File: src/rtl/replay_pkg.sv
// Shared types and helpers for the replay transmit controller.
// Sequence distance is computed modulo 2^w so callers can use any SEQ_W up to 32.
package replay_pkg;

  typedef enum logic [1:0] {
    S_IDLE,
    S_WAIT,
    S_SEND,
    S_REPLAY
  } state_e;

  localparam int unsigned DEF_SEQ_W = 8;
  localparam int unsigned DEF_DEPTH = 8;

  // Number of entries an ACK for seq 'ack' retires when 'oldest' is the oldest unacked seq.
  function automatic logic [31:0] seq_dist(input logic [31:0] ack, input logic [31:0] oldest,
                                           input int unsigned w);
    logic [31:0] mask;
    mask = (32'd1 << w) - 32'd1;
    return (ack - oldest + 32'd1) & mask;
  endfunction

endpackage

File: src/rtl/replay_ram.sv
// Replay store: one synchronous write port and one asynchronous read port.
module replay_ram #(
  parameter int unsigned DEPTH = 8,
  parameter int unsigned WIDTH = 24,
  localparam int unsigned AW = $clog2(DEPTH)
) (
  input  logic             i_clk,
  input  logic             i_we,
  input  logic [AW-1:0]    i_waddr,
  input  logic [WIDTH-1:0] i_wdata,
  input  logic [AW-1:0]    i_raddr,
  output logic [WIDTH-1:0] o_rdata
);

  logic [WIDTH-1:0] r_mem [DEPTH];

  always_ff @(posedge i_clk) begin
    if (i_we) r_mem[i_waddr] <= i_wdata;
  end

  assign o_rdata = r_mem[i_raddr];

endmodule

File: src/rtl/replay_tx_ctrl.sv
// Pops fifo words, tags them with a sequence number, keeps a replay copy and
// retires/replays stored copies according to ACK/NAK from the link partner.
module replay_tx_ctrl
  import replay_pkg::*;
#(
  parameter int unsigned DATA_W     = 16,
  parameter int unsigned SEQ_W      = DEF_SEQ_W,
  parameter int unsigned DEPTH      = DEF_DEPTH,
  parameter int unsigned REPLAY_MAX = 3,
  localparam int unsigned PTR_W     = $clog2(DEPTH),
  localparam int unsigned CNT_W     = PTR_W + 1
) (
  input  logic              Clk,
  input  logic              Rst,
  input  logic              EN,
  input  logic [DATA_W-1:0] fifo_dout,
  input  logic              fifo_empty,
  output logic              fifo_rd,
  output logic              tx_valid,
  input  logic              tx_ready,
  output logic [DATA_W-1:0] tx_data,
  output logic [SEQ_W-1:0]  tx_seq,
  input  logic              ack_valid,
  input  logic              ack_nak,
  input  logic [SEQ_W-1:0]  ack_seq,
  output logic              REPLAY_FULL,
  output logic [CNT_W-1:0]  replay_count,
  output logic              replay_active,
  output logic              link_retrain
);

  localparam int unsigned RN_W = $clog2(REPLAY_MAX + 1);
  localparam int unsigned ST_W = SEQ_W + DATA_W;

  state_e              r_state;
  logic [CNT_W-1:0]    r_wr_ptr;
  logic [CNT_W-1:0]    r_ack_ptr;
  logic [CNT_W-1:0]    r_tx_ptr;
  logic [SEQ_W-1:0]    r_next_seq;
  logic [SEQ_W-1:0]    r_oldest_seq;
  logic [RN_W-1:0]     r_replay_num;
  logic                r_replay_pending;
  logic                r_tx_valid;
  logic [DATA_W-1:0]   r_tx_data;
  logic [SEQ_W-1:0]    r_tx_seq;
  logic                r_replay_active;
  logic                r_link_retrain;

  logic [CNT_W-1:0]    w_count;
  logic [SEQ_W-1:0]    w_dist;
  logic                w_purge;
  logic [CNT_W-1:0]    w_purge_n;
  logic [CNT_W-1:0]    w_count_post;
  logic                w_nak;
  logic                w_replay_go;
  logic                w_fetch;
  logic [CNT_W-1:0]    w_tx_adv;
  logic [PTR_W-1:0]    w_raddr;
  logic                w_we;
  logic [ST_W-1:0]     w_rdata;

  // Pointers carry one extra bit so full and empty are distinguishable.
  assign w_count      = r_wr_ptr - r_ack_ptr;
  assign w_dist       = SEQ_W'(seq_dist(32'(ack_seq), 32'(r_oldest_seq), SEQ_W));
  assign w_purge      = ack_valid && (w_dist != '0) && (32'(w_dist) <= 32'(w_count));
  assign w_purge_n    = w_purge ? w_dist[CNT_W-1:0] : '0;
  assign w_count_post = w_count - w_purge_n;
  assign w_nak        = ack_valid && ack_nak;

  assign w_replay_go  = (r_state == S_IDLE) && r_replay_pending && (w_count != '0);
  assign w_fetch      = !Rst && (r_state == S_IDLE) && !w_replay_go && EN && !fifo_empty &&
                        (32'(w_count) < DEPTH);
  assign w_tx_adv     = r_tx_ptr + CNT_W'(1);

  // In S_IDLE the read port looks at the replay start; in S_REPLAY at the next beat.
  assign w_raddr      = (r_state == S_IDLE) ? r_ack_ptr[PTR_W-1:0] : w_tx_adv[PTR_W-1:0];
  assign w_we         = (r_state == S_WAIT);

  replay_ram #(
    .DEPTH (DEPTH),
    .WIDTH (ST_W)
  ) u_ram (
    .i_clk   (Clk),
    .i_we    (w_we),
    .i_waddr (r_wr_ptr[PTR_W-1:0]),
    .i_wdata ({r_next_seq, fifo_dout}),
    .i_raddr (w_raddr),
    .o_rdata (w_rdata)
  );

  always_ff @(posedge Clk) begin
    if (Rst) begin
      r_state          <= S_IDLE;
      r_wr_ptr         <= '0;
      r_ack_ptr        <= '0;
      r_tx_ptr         <= '0;
      r_next_seq       <= '0;
      r_oldest_seq     <= '0;
      r_replay_num     <= '0;
      r_replay_pending <= 1'b0;
      r_tx_valid       <= 1'b0;
      r_tx_data        <= '0;
      r_tx_seq         <= '0;
      r_replay_active  <= 1'b0;
      r_link_retrain   <= 1'b0;
    end else begin
      r_link_retrain <= 1'b0;

      if (w_purge) begin
        r_ack_ptr    <= r_ack_ptr + w_purge_n;
        r_oldest_seq <= r_oldest_seq + w_dist;
      end

      if (ack_valid && !ack_nak && w_purge) r_replay_num <= '0;

      if (w_nak) begin
        if (32'(r_replay_num) == REPLAY_MAX) begin
          r_link_retrain <= 1'b1;
          r_replay_num   <= '0;
        end else begin
          r_replay_num <= r_replay_num + RN_W'(1);
        end
      end

      // Later assignments take precedence: a fresh NAK beats the entry clear,
      // and an empty store after purge leaves nothing to replay.
      if (w_replay_go) r_replay_pending <= 1'b0;
      if (w_nak) r_replay_pending <= 1'b1;
      if (w_count_post == '0) r_replay_pending <= 1'b0;

      case (r_state)
        S_IDLE: begin
          if (w_replay_go) begin
            r_tx_ptr        <= r_ack_ptr;
            r_tx_seq        <= w_rdata[ST_W-1:DATA_W];
            r_tx_data       <= w_rdata[DATA_W-1:0];
            r_tx_valid      <= 1'b1;
            r_replay_active <= 1'b1;
            r_state         <= S_REPLAY;
          end else if (w_fetch) begin
            r_state <= S_WAIT;
          end
        end
        S_WAIT: begin
          r_wr_ptr   <= r_wr_ptr + CNT_W'(1);
          r_next_seq <= r_next_seq + SEQ_W'(1);
          r_tx_data  <= fifo_dout;
          r_tx_seq   <= r_next_seq;
          r_tx_valid <= 1'b1;
          r_state    <= S_SEND;
        end
        S_SEND: begin
          if (tx_ready) begin
            r_tx_valid <= 1'b0;
            r_state    <= S_IDLE;
          end
        end
        S_REPLAY: begin
          if (tx_ready) begin
            // A NAK seen mid-replay restarts from the new ack_ptr via S_IDLE.
            if ((w_tx_adv == r_wr_ptr) || r_replay_pending || w_nak) begin
              r_tx_valid      <= 1'b0;
              r_replay_active <= 1'b0;
              r_state         <= S_IDLE;
            end else begin
              r_tx_ptr  <= w_tx_adv;
              r_tx_seq  <= w_rdata[ST_W-1:DATA_W];
              r_tx_data <= w_rdata[DATA_W-1:0];
            end
          end
        end
        default: r_state <= S_IDLE;
      endcase
    end
  end

  assign fifo_rd       = w_fetch;
  assign tx_valid      = r_tx_valid;
  assign tx_data       = r_tx_data;
  assign tx_seq        = r_tx_seq;
  assign REPLAY_FULL   = (32'(w_count) == DEPTH);
  assign replay_count  = w_count;
  assign replay_active = r_replay_active;
  assign link_retrain  = r_link_retrain;

endmodule

File: config.mk
export PLATFORM = sky130hd
export DESIGN_NAME = replay_tx_ctrl
export DESIGN_NICKNAME = d
export VERILOG_FILES = /design/src/rtl/replay_pkg.sv /design/src/rtl/replay_ram.sv /design/src/rtl/replay_tx_ctrl.sv
export SDC_FILE = /design/constraint.sdc
export NUM_CORES = 1
export LEC_CHECK = 0
export ABC_AREA = 1
export CORE_AREA = 2 2 153 125
export DETAILED_ROUTE_END_ITERATION = 7
export DIE_AREA = 0 0 155 127
export PLACE_DENSITY = 0.94
export SYNTH_ARGS = -nofsm -noshare
export SYNTH_HDL_FRONTEND = slang
export SYNTH_SLANG_ARGS = --single-unit
File: constraint.sdc
create_clock -name Clk -period 9.77 [get_ports Clk]
set_input_delay 0.977 -clock Clk [delete_from_list [all_inputs] [get_ports Clk]]
set_output_delay 0.977 -clock Clk [all_outputs]
set_load 0.1 [all_outputs]
[Word-level counts from Yosys, hierarchy flattened]
Memory sizes are Yosys's and may differ from the RTL's.
Cells that the tools add are included.
Word-level totals
  bits in writable memories: 192
  input bits: 31
  register bits: 60
  memories: 1
  output and inout port bits: 33
Memories
  u_ram.r_mem: depth 8, bits a word 24, rd ports 1, clocked after memory_dff 0, wr ports 1, RTL line replay_ram.sv:15  | logic [WIDTH-1:0] r_mem [DEPTH];
Cells by class
  mux-type cells: 34
  reductions and logical operators: 33
  order comparisons: 2
  bitwise operators: 1
  equal/unequal tests: 12
  add/subtract/negate cells: 10
Operators by type and width (number)
  16-bit 2-to-1 mux: 3
  16-bit one-hot mux with 3 select lines: 1
  8-bit 2-to-1 mux: 3
  8-bit one-hot mux with 3 select lines: 1
  4-bit AND reduction: 5
  2-bit 2-to-1 mux: 8
  4-bit 2-to-1 mux: 4
  1-bit logical AND: 12
  2-bit != test, second input constant: 5
  1-bit 2-to-1 mux: 9
  4-bit by 1-bit adder with 4-bit output, second input constant: 2
  8-bit by 1-bit adder with 8-bit output, second input constant: 1
  8-bit by 2-bit adder with 8-bit output, second input constant: 1
  8-bit adder: 1
  8-bit by 4-bit <= comparator with 1-bit output: 1
  2-bit one-hot mux with 4 select lines: 1
  4-bit one-hot mux with 2 select lines: 1
  8-bit nonzero test: 1
  4-bit subtractor: 2
  8-bit subtractor: 1
  2-bit == test, second input constant: 3
  2-bit nonzero test: 3
  4-bit adder: 1
  4-bit == test: 1
  16 further kinds: 21

[Depth between registers and ports, before layout]
Gate-level depths: netlist of the first run.
  depth after elaboration: 11
  mapped depth: 31

[Modules after synthesis]
A second synthesis of the first run with hierarchy kept.
Unflattened totals
  cell total of the unflattened synthesis: 1432
  area, all modules: 12558.3 sq um
Modules (own cells, without submodules)
  replay_ram: cells each 848, times used 1, area each 8425.6 sq um
  replay_tx_ctrl: cells each 584, times used 1, area each 4132.7 sq um

[Least setup slack after synthesis of the first run]
No wires, ideal clock.
  path type: reg-to-output
  start: register r_ack_ptr[2]
  end: output REPLAY_FULL
  stages on the path, launching flop included: 9
  data required time: 8.793 ns
  path buffers: 0
  path slack: 3.912 ns
  arrival time: 4.881 ns
  cells stage by stage: dfxtp_1 > inv_1 > ha_1 > a21oi_1 > nand2_1 > or2_1 > nand2_1 > inv_1 > nor4_1
Between the ends
  cells in the longest elaborated chain, start to end: 2
RTL lines
  start, declared: RTL line replay_tx_ctrl.sv:37  | logic [CNT_W-1:0] r_ack_ptr;
  start signal, assigned: RTL line replay_tx_ctrl.sv:110  | r_ack_ptr <= r_ack_ptr + w_purge_n;
  4-bit subtractor: RTL line replay_tx_ctrl.sv:63  | assign w_count = r_wr_ptr - r_ack_ptr;
  via replay_count[3]: RTL line replay_tx_ctrl.sv:27  | output logic [CNT_W-1:0] replay_count,
  4-bit == test: RTL line replay_tx_ctrl.sv:181  | assign REPLAY_FULL = (32'(w_count) == DEPTH);
  end, declared: RTL line replay_tx_ctrl.sv:26  | output logic REPLAY_FULL,
The timed path passes the listed nets, and every way through them passes these cells.

[Worst setup path after layout of the first run]
  start: input ack_seq[1]
  end: register r_replay_pending
Between the ends
  cells in the longest elaborated chain, start to end: 9
RTL lines
  start, declared: RTL line replay_tx_ctrl.sv:25  | input logic [SEQ_W-1:0] ack_seq,
  8-bit subtractor (*): RTL line replay_pkg.sv:20  | return (ack - oldest + 32'd1) & mask;
  8-bit by 2-bit adder with 8-bit output (*): RTL line replay_pkg.sv:20
  branches (longest 3 deep; another with 8-bit by 4-bit <= comparator with 1-bit output)
  4-bit 2-to-1 mux (*): RTL line replay_tx_ctrl.sv:66  | assign w_purge_n = w_purge ? w_dist[CNT_W-1:0] : '0;
  4-bit subtractor (*): RTL line replay_tx_ctrl.sv:67  | assign w_count_post = w_count - w_purge_n;
  4-bit logical NOT (*): RTL line replay_tx_ctrl.sv:129  | if (w_count_post == '0) r_replay_pending <= 1'b0;
  2-bit OR reduction (no source line) (*)
  end signal, assigned: RTL line replay_tx_ctrl.sv:127  | if (w_replay_go) r_replay_pending <= 1'b0;
  end signal, assigned: RTL line replay_tx_ctrl.sv:128  | if (w_nak) r_replay_pending <= 1'b1;
  end signal, assigned: RTL line replay_tx_ctrl.sv:129
  end, declared: RTL line replay_tx_ctrl.sv:42  | logic r_replay_pending;
Every way passes the cells marked *.
A chain may end at the register's enable or synchronous reset.

==> qor.csv, run 1 <==
metric;value;unit
status;completed;
p_per_area;198;nW/um^2
insertion_delay;0.53;ns
mappedNetlistNets;1250;
p_comb_share;18.2;%
dpl_cell_area;12500;um^2
netlist_area;11700;um^2
ios;64;
dr.pass1.iters;5;
fin_area;13300;um^2
cts_buffers;24;
yosysTopAreaCell;edfxtp_1;
crit_buf_inv;10;
core_area;18000;um^2
postCtsHoldBufs;0;
cp.required;10.23;ns
ys_warn_count;0;
drive_gt1_share;9.52;%
async_flop_share;0;%
viasPerCell;6.25;
setup_slack;4.69;ns
vias;9251;
synth_edf_count;192;
p_leak;5.31;nW
critical_path.startpoint_type;primary input;
fmax;197;MHz
totalPowerFinal;2.62;mW
hold_violations;0;
cts_htree_levels;1;
wire_per_inst;20.5;um
drtIter0Drc;1412;
whs;0.476;ns
io_buffers;63;
final_net_count;1304;
routed_wirelength;30.4;mm
cts_sinks;252;
die_x;155;um
setup_viol;0;
grt_pass1_wl;47.6;mm
skew;0.0155;ns
p_seq_share;45.3;%
area_growth;13.6;%
crit_start;ack_seq[1];
synth_area_leaders;edfxtp_1 49%, dfxtp_1 10%, nand2_1 8.6%;
dpl.hpwl;16.1;mm
placedCellCount;1436;
ys.flop_type;edfxtp_1;
critPathArrivalTime;5.54;ns
slew_headroom;10.3;%
cts_repair_resize_count;0;
grt_max_degree;97;
hp-class;reg2reg;
clk_pin_slew;0.07;ns
avgSynthCellArea;9.93;um^2
place_congestion;0.868;
critPathKind;in2reg;
final_cells;1480;
ys_types;39;
initial_core_util;65.0;%
p_int;1.85;mW
yosysSeqAreaShare;59.6;%
worst_setup_path_end_kind;flop;
drc;0;
cts_buffer_depth;3;
cts_root_buffer;clkbuf_16;
ir_drop;118;uV
tritoncts;yes;
ant_nets;0;
grt_usage;31.0;%
hp-start;tx_valid;
num_rows;44;
drv_slew;0;
postLayoutCoreUtil;73.8;%
tightest_slew;1.34;ns
slowest_stage;clkdlybuf4s50_1;
synth-seq-cells;252;
fin_crit_sh;52.0;%
overflow;0;
rsz0062_at_grt;no;
fin_tns_setup;0;ns
pre_cts_ws;4.26;ns
grt_pass1_vias;9126;
dieArea;19700;um^2
critPathMostFrequentCell;nand2_1;
slowest_delay;0.46;ns
synth_cells;1178;
cp_max_fo;17;
power.share.clock;36.5;%
period_needed;5.08;ns
p_sw_share;29.5;%
reg2reg_from;r_oldest_seq[1];
die_h;127;um
post-cts-setup-buffers;0;
cp_top_family;adder cells;
diodes;0;
antenna_found_initial;0;
cap_violations;0;
power.switching;0.774;mW
yosysTopAreaCellShare;49.3;%
final timing paths:
path | to | slack [ns] | depth (start not counted)
worst max-delay path | r_replay_pending | 4.69 | 31
worst min-delay path | tx_valid | 0.48 | 2
worst max register to register | r_replay_pending | 5.24 | 29
worst min register to register | tx_valid | 0.48 | 2
cells in the mapped netlist (3+ instances only):
| master | count |
|---|---|
| inv_2 | 6 |
| xor2_1 | 8 |
| nor2_1 | 107 |
| nor3_1 | 6 |
| clkbuf_1 | 14 |
| a31oi_1 | 3 |
| buf_6 | 6 |
| xnor2_1 | 4 |
| o21ai_1 | 27 |
| o211ai_2 | 14 |
| buf_1 | 3 |
| o21ai_0 | 84 |
| a21oi_1 | 39 |
| nand2_1 | 268 |
| edfxtp_1 | 192 |
| ha_1 | 37 |
| inv_1 | 105 |
| o211ai_1 | 33 |
| buf_4 | 5 |
| nand4_1 | 10 |
| or2_2 | 22 |
| fa_1 | 4 |
| dfxtp_1 | 60 |
| nand3_1 | 76 |
| nand2_2 | 7 |
| buf_2 | 20 |
power groups by stage:
stage / logic (mW) / clock network [mW] / registers (mW)
after global placement: 0.443 / 0 / 1.21
after detailed placement: 0.458 / 0 / 1.21
after floorplan: 0.248 / 0 / 1.31
final: 0.476 / 0.959 / 1.19
after global routing: 0.512 / 0.998 / 1.19
after CTS: 0.469 / 0.960 / 1.19
state kept, by name, summed over array words and instances, names as in the netlist, 4 cells and up:
register      flops
r_wr_ptr          4
r_next_seq        8
tx_data          16
r_ack_ptr         4
tx_seq            8
r_tx_ptr          4
r_oldest_seq      8
u_ram.r_mem     192
logic make-up (layout without fill, tap and decap cells):
| logic type | after synthesis | in the layout | synth area share, % |
|---|---|---|---|
| AND/OR/NAND/NOR | 508 | 508 | 18.5 |
| buffers and inverters | 161 | 233 | 5.95 |
| flip-flops | 252 | 252 | 59.6 |
| adder cells (fa/ha/maj) | 41 | 41 | 4.64 |
| XOR/XNOR | 12 | 12 | 0.899 |
| AO/OA/AOI/OAI | 204 | 204 | 10.5 |
per-layer routing:
layer | wire length, um | GRT usage [%]
met1 | 11100 | 40.0
met3 | 3310 | 5.56
met4 | 1020 | 12.9
met2 | 14900 | 52.4
met5 | 0 | 0
cells in the final DEF, fill, tap and decap left out, types with 33 or more instances in the layout:
master / n
nand2_1: 268
edfxtp_1: 192
inv_1: 105
nor2_1: 99
o21ai_0: 84
nand3_1: 76
clkdlybuf4s50_1: 63
dfxtp_1: 60
a21oi_1: 39
ha_1: 37
o211ai_1: 33
final cells by class:
cell class | instances | area [um^2]
fillers | 1033 | 4720
flip-flops and latches | 252 | 6970
well taps | 230 | 288
clock inverters | 16 | 188
repair buffers | 78 | 743
inverters | 111 | 417
multi-input cells | 765 | 4050
clock buffers | 28 | 626
worst min-delay path, cell delays in order (launching register included):
cell	delay, ns
dfxtp_1	0.32
nand2_1	0.06
a21oi_1	0.05
Power figures use the tool's default switching activity.
==> inputs of run 2 (changes only) <==
--- a/config.mk
+++ b/config.mk
@@ -6,10 +6,10 @@
 export NUM_CORES = 1
 export LEC_CHECK = 0
 export ABC_AREA = 1
-export CORE_AREA = 2 2 153 125
+export CORE_AREA = 2 2 168 137
 export DETAILED_ROUTE_END_ITERATION = 7
-export DIE_AREA = 0 0 155 127
-export PLACE_DENSITY = 0.94
+export DIE_AREA = 0 0 170 139
+export PLACE_DENSITY = 0.84
 export SYNTH_ARGS = -nofsm -noshare
 export SYNTH_HDL_FRONTEND = slang
 export SYNTH_SLANG_ARGS = --single-unit
==> constraint.sdc (replaced) <==
create_clock -name Clk -period 4.12 [get_ports Clk]
set_input_delay 0.412 -clock Clk [delete_from_list [all_inputs] [get_ports Clk]]
set_output_delay 0.412 -clock Clk [all_outputs]
set_load 0.1 [all_outputs]
==> run 2 against run 1 <==
Net effect:
- combinational power grew 140%
- count of clock-buffer cells in the layout grew 5
- sequential power grew 140%
- worst hold slack lost 0.0098 ns
- cell count grew 4.9%
- flip-flop and latch count is the same
- global-route usage shrank 7.6 points
- critical path depth shrank 8
- die area grew 20%
- power grew 150%
- utilization shrank 12 points
- register-to-register slack lost 4.9 ns
==> qor.csv, run 2 (synthesis gave the netlist of run 1 again) <==
metric;value;unit;change
area_growth;16.8;%;
die_x;170;um;+9.7%
p_int;4.62;mW;+150%
dr.pass1.iters;5;;unchanged
status;completed;;
core_area;22100;um^2;+23%
insertion_delay;0.53;ns;about the same
postCtsHoldBufs;0;;unchanged
antenna_found_initial;0;;unchanged
crit_chain;ha_2 -> a21oi_1 -> nand2_1 -> or2_1 -> nand2_4 -> inv_1 -> ha_1 -> nand2_1 -> inv_1 -> nand2_1 -> nand2_1 -> nand2_1 -> nand3_1 -> nor2_2 -> nand3_2 -> buf_4 -> nor2_2 -> ha_1 -> inv_1 -> fa_1 -> xnor2_1 -> o21ai_0 -> a21oi_1;;
vias;8787;;-5.0%
ant_nets;0;;unchanged
tightest_slew;1.02;ns;-0.320 ns
power.share.clock;38.4;%;+1.9 points
slowest_delay;0.43;ns;-0.03 ns
cts_buffer_depth;3;;unchanged
wl_met2;13.5;mm;-9.3%
skew;0.0139;ns;-0.00160 ns
dpl.hpwl;15.8;mm;-2.3%
tritoncts;yes;;
routed_wirelength;27.8;mm;-8.4%
initial_core_util;53.0;%;-12 points
wire_per_inst;17.9;um;-13%
fin_tns_setup;0;ns;unchanged
critical_path.startpoint_type;flop;;
grt_usage;23.4;%;-7.6 points
hold_violations;0;;unchanged
drive_gt1_share;12.6;%;+3.0 points
p_seq_share;43.9;%;-1.4 points
dpl_cell_area;12700;um^2;+1.8%
drtIter0Drc;1019;;-28%
clk_pin_slew;0.06;ns;about the same
largest_reg_flops;192;;unchanged
place_congestion;0.853;;-1.7%
diodes;0;;unchanged
cts_sinks;252;;unchanged
dr_wl_met3;2.32;mm;-30%
p_sw_share;28.1;%;-1.4 points
setup_viol;0;;unchanged
slew_headroom;31.5;%;+21 points
ios;64;;unchanged
critPathKind;reg2reg;;
cp.required;4.54;ns;-5.69 ns
grt_pass1_vias;8526;;-6.6%
fmax;263;MHz;
hp-class;reg2reg;;
cts_root_buffer;clkbuf_16;;
cts_htree_levels;1;;unchanged
rsz0062_at_grt;no;;
cp_max_fo;6;;-11
top_register;u_ram.r_mem;;
hp-start;r_replay_num[0];;
critPathMostFrequentCell;nand2_1;;
io_buffers;63;;unchanged
p_per_area;471;nW/um^2;+140%
crit_buf_inv;4;;-6
num_rows;49;;+11%
fin_area;13700;um^2;+2.8%
critPathArrivalTime;4.22;ns;-1.32 ns
totalPowerFinal;6.43;mW;+150%
slowest_stage;dfxtp_1;;
final_net_count;1325;;+1.6%
drv_slew;0;;unchanged
cap_violations;0;;unchanged
period_needed;3.80;ns;
m1WireLength;11.5;mm;+3.2%
ir_drop;314;uV;+170%
dieArea;23600;um^2;+20%
cts_buffers;26;;+8.3%
power.switching;1.81;mW;+130%
p_comb_share;17.8;%;-0.4 points
p_leak;5.47;nW;+3.0%
highest_layer;met4;;
reg2reg_from;r_wr_ptr[2];;
overflow;0;;unchanged
fin_crit_sh;92.3;%;
worst_setup_path_end_kind;flop;;
mostFrequentLayoutCell;nand2_1;;
grt_max_degree;57;;-41%
die_h;139;um;+9.4%
viasPerCell;5.66;;-9.5%
cp_top_family;adder cells;;
final_cell_mix;267 x nand2_1, 192 x edfxtp_1, 105 x inv_1, 98 x nor2_1, 84 x o21ai_0;;
drc;0;;unchanged
crit_start;r_wr_ptr[2];;
grt_pass1_wl;43.6;mm;-8.3%
run 2: routing by layer:
layer	vias up	global-route usage, %
met5	-	0
met4	0	6.39
met3	52	3.68
met2	398	39.2
met1	4175	32.0
li1	4162	-
run 2: final timing paths:
path                                        end  slack [ns]  cells past startpoint
worst max register to register     r_ack_ptr[2]        0.32                     23
worst max-delay path               r_ack_ptr[2]        0.32                     23
worst min register to register  r_replay_num[0]        0.47                      1
worst min-delay path            r_replay_num[0]        0.47                      1
run 2: metrics by stage:
| step | hold WS [ns] | cells | util [%] | worst slack, ns |
|---|---|---|---|---|
| floorplan | 0.433 | 1178 | - | 0.158 |
| global placement | 0.449 | 1503 | 57.5 | -0.0783 |
| detailed placement | 0.454 | 1503 | 57.5 | -0.258 |
| CTS | 0.471 | 1551 | 61.7 | 0.186 |
| global route | 0.511 | 1553 | 61.9 | 0.0145 |
| finish | 0.466 | 1553 | 61.9 | 0.318 |
run 2: area by class of cell:
type                            instances  area, um^2
Fill cell                            1631        8410
Sequential cell                       252        6970
Multi-Input combinational cell        765        4120
Timing Repair Buffer                   97         888
Clock buffer                           33         728
Inverter                              111         417
Tap cell                              280         350
Clock inverter                         15         188
run 2: power by group through the flow:
stage                     sequential [mW]  combinational [mW]  clock, mW
after detailed placement             2.87                1.11          0
after global routing                 2.82                1.23       2.58
after CTS                            2.82                1.13       2.49
after global placement               2.87                1.08          0
final                                2.82                1.14       2.47
after floorplan                      3.10               0.589          0
run 2: what timing repair did:
action	in CTS	in global routing
buffers inserted	0	2
gates resized for setup	0	8
setup endpoints to repair	0	2
==> RTL edit (settings of run 1) <==
Make the reset (`Rst`) asynchronous in one clocked block.
--- a/src/rtl/replay_tx_ctrl.sv
+++ b/src/rtl/replay_tx_ctrl.sv
@@ -90,3 +90,3 @@
 
-  always_ff @(posedge Clk) begin
+  always_ff @(posedge Clk or posedge Rst) begin
     if (Rst) begin
Formal check against the unedited RTL: differs if Rst is asserted again (counterexample within 4 cycles, from zero or initial values and one cycle with Rst high); with Rst held inactive, the same outputs for 4 cycles.
==> RTL edit against run 1 <==
Global-route usage decreased by 2.4 points. Critical path type unchanged. Routed wire length is 7.0% lower. First-iteration DRC count shrank 21%. Core utilization grew 0.15 points. Hold slack lost 0.0043 ns. Synthesized area is 0.46% higher. Non-clock buffer count is 2 lower. Setup slack got worse by 0.12 ns. Sequential cell count stayed put. Cell area is 0.21% higher. Via count decreased by 6.4%.
Power is not shown: default switching activity piles up to over one toggle a cycle in this logic, so the estimate is an artifact.
==> RTL edit: results (changes against run 1) <==
largest net degree at the start of global routing -> 103 (+6.2%)
post-DP HPWL -> 15.6 mm (-3.1%)
Hold WS -> 0.472 ns (-0.00433 ns)
nets@finish -> 1248 (-4.3%)
Worst Hold Launch -> tx_valid$_DFFE_PP0P_
GPL Wtd Cong -> 0.849 (-2.1%)
final wirelength -> 28.2 mm (-7.0%)
final hold viol count -> 0 (unchanged)
Area contributors post-synth -> edfxtp_1, dfrtp_1, nand2_1
hold endpoint -> tx_valid$_DFFE_PP0P_
initial antenna violation count -> 0 (unchanged)
crit path max fanout -> 22 (+5)
max reg flops -> 192 (unchanged)
Iter 0 DRT Violations -> 1119 (-21%)
clock buffer depth -> 3 (unchanged)
vias in the first global route -> 8523 (-6.6%)
post-synthesis compound-gate area fraction -> 0.0900 (-0.0148)
Post-synth ARST share -> 0.238 (+0.238)
Synth top cells by count -> nand2_1, edfxtp_1, nor2_1
met3 routed WL -> 2.86 mm (-14%)
met2 routed WL -> 13.7 mm (-7.9%)
worst setup path end -> r_replay_pending$_DFFE_PP0P_
Metal-1 WL -> 10.7 mm (-3.8%)
layout cells sized above 1 -> 0.0639 (-0.0313)
placed cell areas -> 12500 um^2 (+0.52%)
post-synth cell types -> 35 (-10%)
post-synthesis xor/xnor area fraction -> 0.0230 (+0.0140)
delay-heaviest family, CP -> simple AND/OR/NAND/NOR gates
Arrival @ worst endpoint -> 5.62 ns (+0.08 ns)
total global-route track usage -> 0.287 (-0.0235)
Seq/Total Area, Yosys -> 0.619 (+0.0228)
worst r2r path cells -> 28 (-3.4%)
total CTS buffers -> 25 (+4.2%)
Worst Max-Slew Pin Slew -> 1.14 ns (-0.209 ns)
worst hold path depth -> 2 (unchanged)
first-pass GRT wire length -> 43.9 mm (-7.7%)
Worst R2R Setup Slack -> 4.99 ns (-0.25 ns)
post_cts resized -> 0 (unchanged)
RR Startpoint -> r_wr_ptr[0]$_DFFE_PP0P_
clock transition at the registers of the reported paths -> 0.06 ns
most flop-heavy register -> u_ram.r_mem
post-synthesis adder-cell area fraction -> 0.0515 (+0.00511)
status -> finished, final reports clean
Post-synth EDFFs -> 192 (unchanged)
Pre-Repair DR Iteration Count -> 6 (+1)
Clk Latency, worst-skew pair -> 0.53 ns (about the same)
vias per cell -> 6.10 (-2.4%)
Post-Route Skew -> 0.0216 ns (+0.00615 ns)
-- RTL edit: cell type report --
type / count / area, um^2
well taps: 230 / 288
inverters: 76 / 288
clock buffers: 26 / 639
multi-input cells: 740 / 3960
clock inverters: 20 / 136
flip-flops and latches: 252 / 7270
repair buffers: 76 / 728
fillers: 1102 / 4700
-- RTL edit: routing by layer --
metal,vias to the layer above,global-route usage
met3,87,0.0488
met1,4071,0.376
met2,555,0.480
met5,-,0
met4,0,0.123
li1,3946,-
-- RTL edit: stage by stage --
stage	setup slack, ns	util	instances
2_1_floorplan	3.91	-	1119
4_1_cts	4.64	0.739	1420
6_report	4.57	0.739	1420
5_1_grt	4.08	0.739	1420
3_5_place_dp	4.12	0.696	1374
3_3_place_gp	4.26	0.696	1374
-- RTL edit: cell families (layout without fill, tap and decap cells) --
group	count (synthesis)	count (layout)
AO/OA/AOI/OAI	184	184
AND/OR/NAND/NOR	480	480
XOR/XNOR	30	30
flip-flops	252	252
buffers and inverters	127	198
adder cells (fa/ha/maj)	46	46
